### src/rtl/uart_pkg.sv
// Shared UART TX definitions: line-mux select encodings and parity type constants.
// Used by both the TX control FSM and the TX datapath.
package uart_pkg;

  typedef enum logic [1:0] {
    MUX_START = 2'b00,
    MUX_STOP  = 2'b01,
    MUX_DATA  = 2'b10,
    MUX_PAR   = 2'b11
  } mux_sel_e;

  localparam logic PAR_EVEN = 1'b0;
  localparam logic PAR_ODD  = 1'b1;

endpackage

### src/rtl/uart_baud_cnt.sv
// Bit-rate prescaler: counts enabled cycles and pulses wrap on the last clk of a
// bit period. clr is a synchronous clear that returns the count to zero.
module uart_baud_cnt #(
  parameter int CLKS_PER_BIT = 16,
  localparam int CW = (CLKS_PER_BIT > 1) ? $clog2(CLKS_PER_BIT) : 1
) (
  input  logic clk,
  input  logic clr,
  input  logic en,
  output logic wrap
);

  logic [CW-1:0] prescale_cnt;

  assign wrap = en && (prescale_cnt == CW'(CLKS_PER_BIT - 1));

  // Prescale counter: advances only while enabled, wraps at CLKS_PER_BIT-1
  always_ff @(posedge clk) begin
    if (clr) begin
      prescale_cnt <= '0;
    end else if (en) begin
      prescale_cnt <= wrap ? '0 : prescale_cnt + 1'b1;
    end
  end

endmodule

### src/rtl/uart_tx_datapath.sv
// UART transmit datapath: latches the parallel word, computes parity, paces each
// frame field at the bit rate (ser_done pulse at field end) and drives the
// registered serial line from the FSM's mux_sel.
// Build option: define UART_TX_PAR_TYP_EN to add the PAR_TYP port (0=even, 1=odd);
// without it parity is fixed even.
module uart_tx_datapath
  import uart_pkg::*;
#(
  parameter int DATA_W       = 8,
  parameter int CLKS_PER_BIT = 16
) (
  input  logic              clk,
  input  logic              rst,
  input  logic [DATA_W-1:0] P_DATA,
  input  logic              Data_Valid,
`ifdef UART_TX_PAR_TYP_EN
  input  logic              PAR_TYP,
`endif
  input  logic              ser_en,
  input  logic [1:0]        mux_sel,
  output logic              ser_done,
  output logic              TX_OUT
);

  localparam int BW = $clog2(DATA_W);

  mux_sel_e          mux;
  logic              wrap;
  logic              active;
  logic              par_bit;
  logic              par_calc;
  logic              line_bit;
  logic [DATA_W-1:0] shreg;
  logic [BW-1:0]     bit_cnt;
  logic [BW-1:0]     n_last;

  assign mux    = mux_sel_e'(mux_sel);
  assign n_last = (mux == MUX_DATA) ? BW'(DATA_W - 1) : '0;

`ifdef UART_TX_PAR_TYP_EN
  assign par_calc = (PAR_TYP == PAR_ODD) ? ~^P_DATA : ^P_DATA;
`else
  assign par_calc = ^P_DATA;
`endif

  uart_baud_cnt #(
    .CLKS_PER_BIT(CLKS_PER_BIT)
  ) u_baud_cnt (
    .clk (clk),
    .clr (rst),
    .en  (ser_en),
    .wrap(wrap)
  );

  // Line mux: value the serial line takes for the current field
  always_comb begin
    line_bit = 1'b1;
    unique case (mux)
      MUX_START: line_bit = 1'b0;
      MUX_STOP:  line_bit = 1'b1;
      MUX_DATA:  line_bit = shreg[0];
      MUX_PAR:   line_bit = par_bit;
      default:   line_bit = 1'b1;
    endcase
  end

  // Bit counter: counts bit periods in the current field, pulses ser_done at its end
  always_ff @(posedge clk) begin
    if (rst) begin
      bit_cnt  <= '0;
      ser_done <= 1'b0;
    end else begin
      ser_done <= 1'b0;
      if (wrap) begin
        if (bit_cnt == n_last) begin
          bit_cnt  <= '0;
          ser_done <= 1'b1;
        end else begin
          bit_cnt <= bit_cnt + 1'b1;
        end
      end
    end
  end

  // Word latch, shifter, frame-active flag and registered serial line
  always_ff @(posedge clk) begin
    if (rst) begin
      shreg   <= '0;
      par_bit <= 1'b0;
      active  <= 1'b0;
      TX_OUT  <= 1'b1;
    end else begin
      if (wrap && mux == MUX_DATA) begin
        shreg <= {1'b0, shreg[DATA_W-1:1]};
      end
      // A load never coincides with a wrap (counters are at zero when idle),
      // so letting the load override the shift is only a safety ordering.
      if (Data_Valid && !active) begin
        shreg   <= P_DATA;
        par_bit <= par_calc;
        active  <= 1'b1;
      end else if (ser_done && mux == MUX_STOP) begin
        active <= 1'b0;
      end
      TX_OUT <= (ser_en || active) ? line_bit : 1'b1;
    end
  end

endmodule
### config.mk
export PLATFORM = sky130hd
export DESIGN_NAME = uart_tx_datapath
export DESIGN_NICKNAME = d
export VERILOG_FILES = /design/src/rtl/uart_pkg.sv /design/src/rtl/uart_baud_cnt.sv /design/src/rtl/uart_tx_datapath.sv
export SDC_FILE = /design/constraint.sdc
export NUM_CORES = 1
export LEC_CHECK = 0
export CAP_MARGIN = 5
export CORE_MARGIN = 2
export CORE_UTILIZATION = 45
export DETAILED_ROUTE_END_ITERATION = 8
export GPL_TIMING_DRIVEN = 0
export PLACE_DENSITY = 0.85
export SLEW_MARGIN = 30
export SYNTH_ARGS = -nofsm -noshare
export SYNTH_HDL_FRONTEND = slang
export SYNTH_HIERARCHICAL = 1
export SYNTH_SLANG_ARGS = --single-unit
export TNS_END_PERCENT = 10
### constraint.sdc
create_clock -name clk -period 1.6 [get_ports clk]
set_input_delay 0.32 -clock clk [delete_from_list [all_inputs] [get_ports clk]]
set_output_delay 0.32 -clock clk [all_outputs]
set_load 0.01 [all_outputs]
; ---- Word-level counts from Yosys, hierarchy flattened
; Index checks and enable logic that the tools add are counted.
[totals]
register_bits = 19
inputBits = 14
output_inout_bits = 2
wordCells = 37
[classes]
add_sub_neg = 2
eq_ne = 5
n_mux = 9
bitwise_logic = 2
reduce_logical = 12
[ops]
columns = operator, count
row1 = $mux 8, 2
row2 = $reduce_xor 8->1, 1
row3 = $mux 3, 2
row4 = $add 4x1->4 const B, 1
row5 = $eq 2x2->1 const B, 2
row6 = $eq 4x4->1 const B, 1
row7 = $logic_and 1x1->1, 4
row8 = $mux 4, 1
row9 = $pmux 1 s4, 1
row10 = $reduce_bool 2->1, 2
row11 = $reduce_or 2->1, 2
row12 = $add 3x1->3 const B, 1
row13 = $eq 3x3->1, 1
row14 = $mux 1, 3
row15 = $eq 2x1->1 const B, 1
row16 = $logic_not 2->1, 1
row17 = $not 1->1, 2
row18 = $logic_not 1->1, 1
row19 = $logic_or 1x1->1, 1

; ---- Logic depth before layout (Yosys ltp)
; Gate-level depths: netlist of run 1.
[logic_depth]
depth_word = 5
ltp_mapped = 7
depth_no_buf = 5

; ---- By module
; Netlist of run 1, hierarchy kept.
[modules_own_cells]
columns = module, instances, cells_each, area_each_um2, seq_area_each_um2
row1 = uart_tx_datapath, 1, 73, 724.4, 300.3
row2 = uart_baud_cnt, 1, 20, 183.9, 80.1

; ---- Worst setup path after synthesis of run 1
; No wires, ideal clock.
[synth_timing]
path_kind = register to register
startpoint = register u_baud_cnt.prescale_cnt[0]
endpoint = register shreg[4]
setup_time_ps = 86
t_arrival_ps = 1549
required_time_ps = 1514
setup_slack_ps = -35
stages_incl_launch_ff = 8
n_path_buf = 2
period_less_slack_ps = 1635
path_cell_list = dfxtp_1 > ha_1 > and4_2 > clkbuf_1 > a21o_1 > buf_4 > nor2_1 > a211oi_1
[synth_via]
elab_chain_len = 4
[synth_lines]
columns = element, line_no
row1 = "start, declared", uart_baud_cnt.sv:13  ; logic [CW-1:0] prescale_cnt;
row2 = "start signal, assigned", uart_baud_cnt.sv:22  ; prescale_cnt <= wrap ? '0 : prescale_cnt + 1'b1;
row3 = $eq 4x4->1, uart_baud_cnt.sv:15  ; assign wrap = en && (prescale_cnt == CW'(CLKS_PER_BIT - 1));
row4 = $logic_and 1x1->1, uart_baud_cnt.sv:15
row5 = net wrap, uart_tx_datapath.sv:28  ; logic wrap;
row6 = $logic_and 1x1->1, uart_tx_datapath.sv:93  ; if (wrap && mux == MUX_DATA) begin
row7 = $reduce_bool 2->1 (no source line), --
row8 = "end signal, assigned", uart_tx_datapath.sv:94  ; shreg <= {1'b0, shreg[DATA_W-1:1]};
row9 = "end, declared", uart_tx_datapath.sv:33  ; logic [DATA_W-1:0] shreg;
; The timed path passes the listed nets, and every way through them passes these cells.
; A chain may end at the register's enable or synchronous reset.

; ---- Final worst setup path of run 1
[layout_timing]
startpoint = register ser_done
endpoint = output ser_done
[layout_lines]
columns = element, line_no
row1 = "start, declared", uart_tx_datapath.sv:21  ; output logic ser_done,
row2 = "start signal, assigned", uart_tx_datapath.sv:71  ; ser_done <= 1'b0;
row3 = "start signal, assigned", uart_tx_datapath.sv:73  ; ser_done <= 1'b0;
row4 = "start signal, assigned", uart_tx_datapath.sv:77  ; ser_done <= 1'b1;
; No word-level cell between the ends.

==> results of run 1 <==
## through the flow
| step | cell area, um^2 | setup TNS [ns] | util (%) | instances | hold slack (ns) |
|---|---|---|---|---|---|
| 3_5_place_dp | 1094 | -4.348 | 56.31 | 135 | 0.4986 |
| 4_1_cts | 1124 | 0 | 57.86 | 139 | 0.5142 |
| 6_report | 1139 | 0 | 58.63 | 139 | 0.5083 |
| 5_1_grt | 1139 | 0 | 58.63 | 139 | 0.5344 |
| 2_1_floorplan | 909.6 | 0 | - | 93 | 0.3891 |
| 3_3_place_gp | 1094 | -3.930 | 56.31 | 135 | 0.4866 |
## final cells by class
type / count / area (um^2) / area share, %
buffer: 3 / 22.52 / 1.978
clock buffer: 4 / 26.28 / 2.308
multi-input combinational: 70 / 514.2 / 45.16
sequential: 19 / 385.4 / 33.85
tap: 27 / 33.78 / 2.967
timing repair buffer: 16 / 156.4 / 13.74
## state kept, by name, indices dropped and copies added, names as in the netlist
register	cells
active	1
ser_done	1
bit_cnt	3
shreg	8
TX_OUT	1
par_bit	1
u_baud_cnt/prescale_cnt	4
## cells by family (layout without fill, tap and decap cells)
group,count (synthesis),count (layout)
AND/OR/NAND/NOR,31,31
flip-flops,19,19
AO/OA/AOI/OAI,18,18
XOR/XNOR,10,10
multiplexers,9,9
buffers and inverters,4,23
adder cells (fa/ha/maj),2,2
## power breakdown
group,switching [W],internal (W)
logic,0.0000783,0.000103
registers,0.0000179,0.000502
clock network,0.000146,0.0000970
## cell usage after synthesis
library cell   n  share of area, %
dfxtp_1       19                42
nor2_1        14               5.8
mux2i_1        9               9.9
a211oi_1       8               6.6
xnor2_1        8               7.7
a21oi_1        4               2.2
nor3_1         3               1.7
buf_4          2               1.7
clkbuf_1       2              0.83
ha_1           2               2.8
nand2_1        2              0.83
nand2b_1       2               1.4
nand3_1        2               1.1
nand3b_1       2               1.7
xor2_1         2               1.9
a21boi_2       1               1.2
a21o_1         1              0.83
a221o_1        1               1.1
a22oi_1        1              0.83
a41oi_1        1              0.96
and2b_1        1              0.83
and4_2         1               1.1
nand4_1        1              0.69
nor2b_2        1              0.96
nor2b_4        1               1.5
o21bai_1       1              0.83
or4_4          1               1.2
## metal layers
| layer | global-route usage, % | vias up |
|---|---|---|
| li1 | - | 369 |
| met1 | 18.27 | 331 |
| met2 | 24.43 | 16 |
| met3 | 3.374 | 2 |
| met4 | 5.714 | 0 |
| met5 | 0 | - |
## path summary, 6_finish.rpt
check             slack (ns)                       start  depth (start not counted)        to
setup / recovery         0.1                    ser_done                          1  ser_done
hold / removal          0.51                    shreg[1]                          2  shreg[1]
setup reg to reg        0.11  u_baud_cnt/prescale_cnt[0]                          6  shreg[6]
hold reg to reg         0.51                    shreg[1]                          2  shreg[1]
## repair_timing
action / in CTS / in global routing
gates resized for setup: 3 / 5
hold buffers: 0 / 0
pin swaps: 1 / 0
setup endpoints to repair: 7 / 7
cloned: 0 / 0
buffers inserted: 1 / 0
==> qor.yml, run 1 <==
status: "finished, final reports clean"
slowest_stage: "clkdlybuf4s50_1"
required_ns: 1.28
grt_antenna_before_repair: 0
final_common_cell: "dfxtp_1"
cp_data_arrival_time_ns: 1.18
io_pins: 16
grt_pass1_vias: 644
synth_top_family_by_area: "simple AND/OR/NAND/NOR gates"
rsz0062_at_grt: "false"
num_rows: 16
syn-cell-area_um2: 908.4
dr_wl_met2_um: 789
ys_types: 27
wl_met1_um: 789
layout.nets: 129
critical_path_class: "register to primary output"
powerDensity_nw_per_um2: 828.7
cts.clk_slew.worst_paths_ns: 0.10
synth.area.mux_share_pct: 9.917
coreArea_um2: 1942
dpl_worst_slack_ns: -0.5460
netlist_instances: 93
layout_common_cells: "dfxtp_1 (17), nor2_1 (14), clkdlybuf4s50_1 (14)"
met3WireLength_um: 75
synth_fa_ha_area_share_pct: 2.755
cts_root_buf: "clkbuf_4"
syn_area_per_cell_um2: 9.767
cp_max_fo: 2
ant_nets: 0
crit_chain: "clkdlybuf4s50_1"
synth_fp_nets: 109
top_layer: "met4"
cts_htree_levels: 1
wl_per_cell_um: 12.06
totalWireLength_mm: 1.676
synth_compound_gate_area_share_pct: 14.60
synth-simple-area-share_pct: 18.73
dpl.hpwl_mm: 1.247
overflow: 0
via_per_inst: 5.165
final_hold_viol_count: 0
maxCapViolCount: 0
drt-initial-drc-count: 8
finClkSkew_ns: 0.002072
yosysWarnings: 6
min_path_type: "register to register"
ys_ff_latch: 19
design.die.area_um2: 2394
finalWorstSetupSlack_ns: 0.09781
syn_to_final_growth_pct: 25.34
seq_area_frac_synth_pct: 41.87
grtUsageTotal_pct: 14.65
gp_congestion: 0.6908
drt_first_pass_iters: 3
port_buffers: 15
clock-sinks: 19
critPathTopFamily: "buffers and inverters"
vias: 718
cp-start-kind: "register"
max_stage_delay_ns: 0.54
fill_cells: 178
slew_headroom_pct: 67.99
min_period_over_period_pct: 93.89
setup_viol: 0
p_leak_nw: 0.4242
p_total_w: 0.0009436
drc: 0
clkLatencyLatePin_ns: 0.29
layout-drive-gt1-share_pct: 13.39
worst_pin_slew_ns: 0.4802
cts_tree: "done"
grt_pass1_wl_mm: 2.773
grt_max_degree: 11
fmaxAchievable_ghz: 0.6657
cts_buffers: 3
cp-end-kind: "primary output"
dieHeight_um: 48.93
drv_slew: 0
min_period_ns: 1.502
cp.buffers_inverters: 1
n_antenna_cell: 0
clk_path_buf_depth: 2
peakVddDrop_mv: 0.5142
initial_core_util_pct: 46.78
synth_xor_area_share_pct: 9.642
die_w_um: 48.93
(Power assumes the default switching activity.)
==> run 2, diff against run 1 <==
--- a/config.mk
+++ b/config.mk
@@ -6,7 +6,6 @@
 export NUM_CORES = 1
 export LEC_CHECK = 0
 export CAP_MARGIN = 5
-export CORE_MARGIN = 2
 export CORE_UTILIZATION = 45
 export DETAILED_ROUTE_END_ITERATION = 8
 export GPL_TIMING_DRIVEN = 0
==> qor.yml, run 2 (synthesis results as in run 1) <==
peakVddDrop_mv: 0.4869  # was 0.5142 mV
grt_pass1_wl_mm: 2.580  # was 2.773 mm
maxCapViolCount: 0  # unchanged
cts_tree: "done"  # unchanged
worst_pin_slew_ns: 0.4532  # was 0.4802 ns
min_from: "shreg[0]"  # was shreg[1]
status: "finished, final reports clean"  # unchanged
critical_path_class: "register to primary output"  # unchanged
finClkSkew_ns: 0.0007909  # was 0.002072 ns
fin_area_um2: 1136  # was 1139 um^2
dpl.hpwl_mm: 1.224  # was 1.247 mm
multi_input_area_um2: 514.2  # unchanged
cp-start-kind: "register"  # unchanged
tns_ns: 0  # unchanged
gp_congestion: 0.7840  # was 0.6908
design.die.area_um2: 2202  # was 2394 um^2
largest_reg_flops: 8  # unchanged
regMostFlops: "shreg"  # unchanged
min_period_ns: 1.499  # was 1.502 ns
overflow: 0  # unchanged
max_stage_delay_ns: 0.54  # about the same
coreArea_um2: 1802  # was 1942 um^2
cp-end-kind: "primary output"  # unchanged
io_pins: 16  # unchanged
via_per_inst: 5.204  # was 5.165
dp.cells: 133  # was 135
totalWireLength_mm: 1.641  # was 1.676 mm
reg2reg_from: "u_baud_cnt/prescale_cnt[0]"  # unchanged
port_buffers: 15  # unchanged
cp.buffers_inverters: 1  # unchanged
drt_first_pass_iters: 4  # was 3
clkLatencyLatePin_ns: 0.29  # about the same
n_antenna_cell: 0  # unchanged
dieHeight_um: 46.93  # was 48.93 um
syn_to_final_growth_pct: 25.07  # was 25.34%
final_hold_viol_count: 0  # unchanged
cts_buffers: 3  # unchanged
cts.clk_slew.worst_paths_ns: 0.10  # about the same
fin_cells: 137  # was 139
vias: 713  # was 718
num_rows: 15  # was 16
drt-initial-drc-count: 12  # was 8
setup_viol: 0  # unchanged
layout.nets: 129  # unchanged
min_path_type: "register to register"  # unchanged
powerDensity_nw_per_um2: 826.1  # was 828.7 nW/um^2
wl_per_cell_um: 11.98  # was 12.06 um
crit_chain: "clkdlybuf4s50_1"  # unchanged
drv_slew: 0  # unchanged
rsz0062_at_grt: "false"  # unchanged
ant_nets: 0  # unchanged
largest_registers: "shreg x8, u_baud_cnt/prescale_cnt x4, bit_cnt x3"  # unchanged
hold_ws_ns: 0.5052  # was 0.5083 ns
grt_max_degree: 11  # unchanged
initial_core_util_pct: 50.42  # was 46.78%
p_leak_nw: 0.4242  # unchanged
fmaxAchievable_ghz: 0.6671  # was 0.6657 GHz
fill_cells: 166  # was 178
drc: 0  # unchanged
slowest_stage: "clkdlybuf4s50_1"  # unchanged
layout_common_cells: "dfxtp_1 (17), nor2_1 (14), clkdlybuf4s50_1 (14)"  # unchanged
final_common_cell: "dfxtp_1"  # unchanged
die_w_um: 46.93  # was 48.93 um
cp_data_arrival_time_ns: 1.18  # about the same
critPathTopFamily: "buffers and inverters"  # unchanged
placed_cell_area_um2: 1091  # was 1094 um^2
layout-drive-gt1-share_pct: 13.39  # unchanged
cp_max_fo: 2  # unchanged
cts_htree_levels: 1  # unchanged
cts_root_buf: "clkbuf_4"  # unchanged
min_period_over_period_pct: 93.69  # was 93.89%
grt_antenna_before_repair: 0  # unchanged
regArea_um2: 385.4  # unchanged
clock-sinks: 19  # unchanged
grtUsageTotal_pct: 16.60  # was 14.65%
grt_pass1_vias: 640  # was 644
crit_start: "ser_done"  # unchanged
clk_path_buf_depth: 2  # unchanged
required_ns: 1.28  # about the same
slew_headroom_pct: 69.79  # was 67.99%
## run 2: cell counts in the layout (fill, tap and decap cells not counted)
No cell type changed its count.
## run 2: timing repair
item,4_1_cts,5_1_grt
endpoints found under the setup margin,7,7
hold buffers,0,0
resized for setup,4,4
setup buffers,1,0
endpoints found under the hold margin,0,0
pin swaps,1,1
## run 2: area by class of cell
| cell class | count | share of cell area [%] |
|---|---|---|
| multi-input cells | 70 | 45.26 |
| flip-flops and latches | 19 | 33.92 |
| repair buffers | 16 | 13.77 |
| well taps | 25 | 2.753 |
| clock buffers | 4 | 2.313 |
| plain buffers | 3 | 1.982 |
## run 2: final timing paths
path	to	slack [ns]	depth (start not counted)
worst max-delay path	ser_done	0.10	1
worst min-delay path	TX_OUT	0.51	1
worst max register to register	shreg[3]	0.11	6
worst min register to register	TX_OUT	0.51	1
## run 2: stage by stage
| stage | total power [W] | util [%] | worst slack, ns |
|---|---|---|---|
| global route | 0.0009843 | 63.06 | 0.01120 |
| global placement | 0.0006993 | 60.56 | -0.4908 |
| detailed placement | 0.0007059 | 60.56 | -0.5251 |
| finish | 0.0009385 | 63.06 | 0.1009 |
| floorplan | 0.0006392 | - | 0.04366 |
| CTS | 0.0009440 | 62.36 | 0.02574 |
## run 2: routing by layer
layer | up-vias | share of wire, % | GRT usage [%]
met5 | - | 0 | 0
met4 | 0 | 0.79 | 3.429
met3 | 2 | 5.5 | 6.923
met2 | 22 | 47 | 26.94
met1 | 317 | 46 | 20.75
li1 | 372 | - | -
## run 2: power by group
| group | total [W] | internal, W | switching, W |
|---|---|---|---|
| Combinational | 0.000182 | 0.000103 | 0.0000787 |
| Clock | 0.000238 | 0.0000970 | 0.000141 |
| Sequential | 0.000519 | 0.000502 | 0.0000173 |
| Total | 0.000938 | 0.000702 | 0.000237 |
## run 2: worst register-to-register path, cell delays in order (launching register included)
cell	delay, ns
dfxtp_4	0.38
ha_2	0.21
and4_4	0.26
a21o_1	0.17
buf_4	0.14
nor2_1	0.04
a211oi_1	0.22
==> run 3, diff against run 2 <==
--- a/config.mk
+++ b/config.mk
@@ -6,6 +6,7 @@
 export NUM_CORES = 1
 export LEC_CHECK = 0
 export CAP_MARGIN = 5
+export CORE_MARGIN = 1
 export CORE_UTILIZATION = 45
 export DETAILED_ROUTE_END_ITERATION = 8
 export GPL_TIMING_DRIVEN = 0
==> results of run 3 <==
Same layout as run 2: the final DEF is identical, and so are final timing and power.
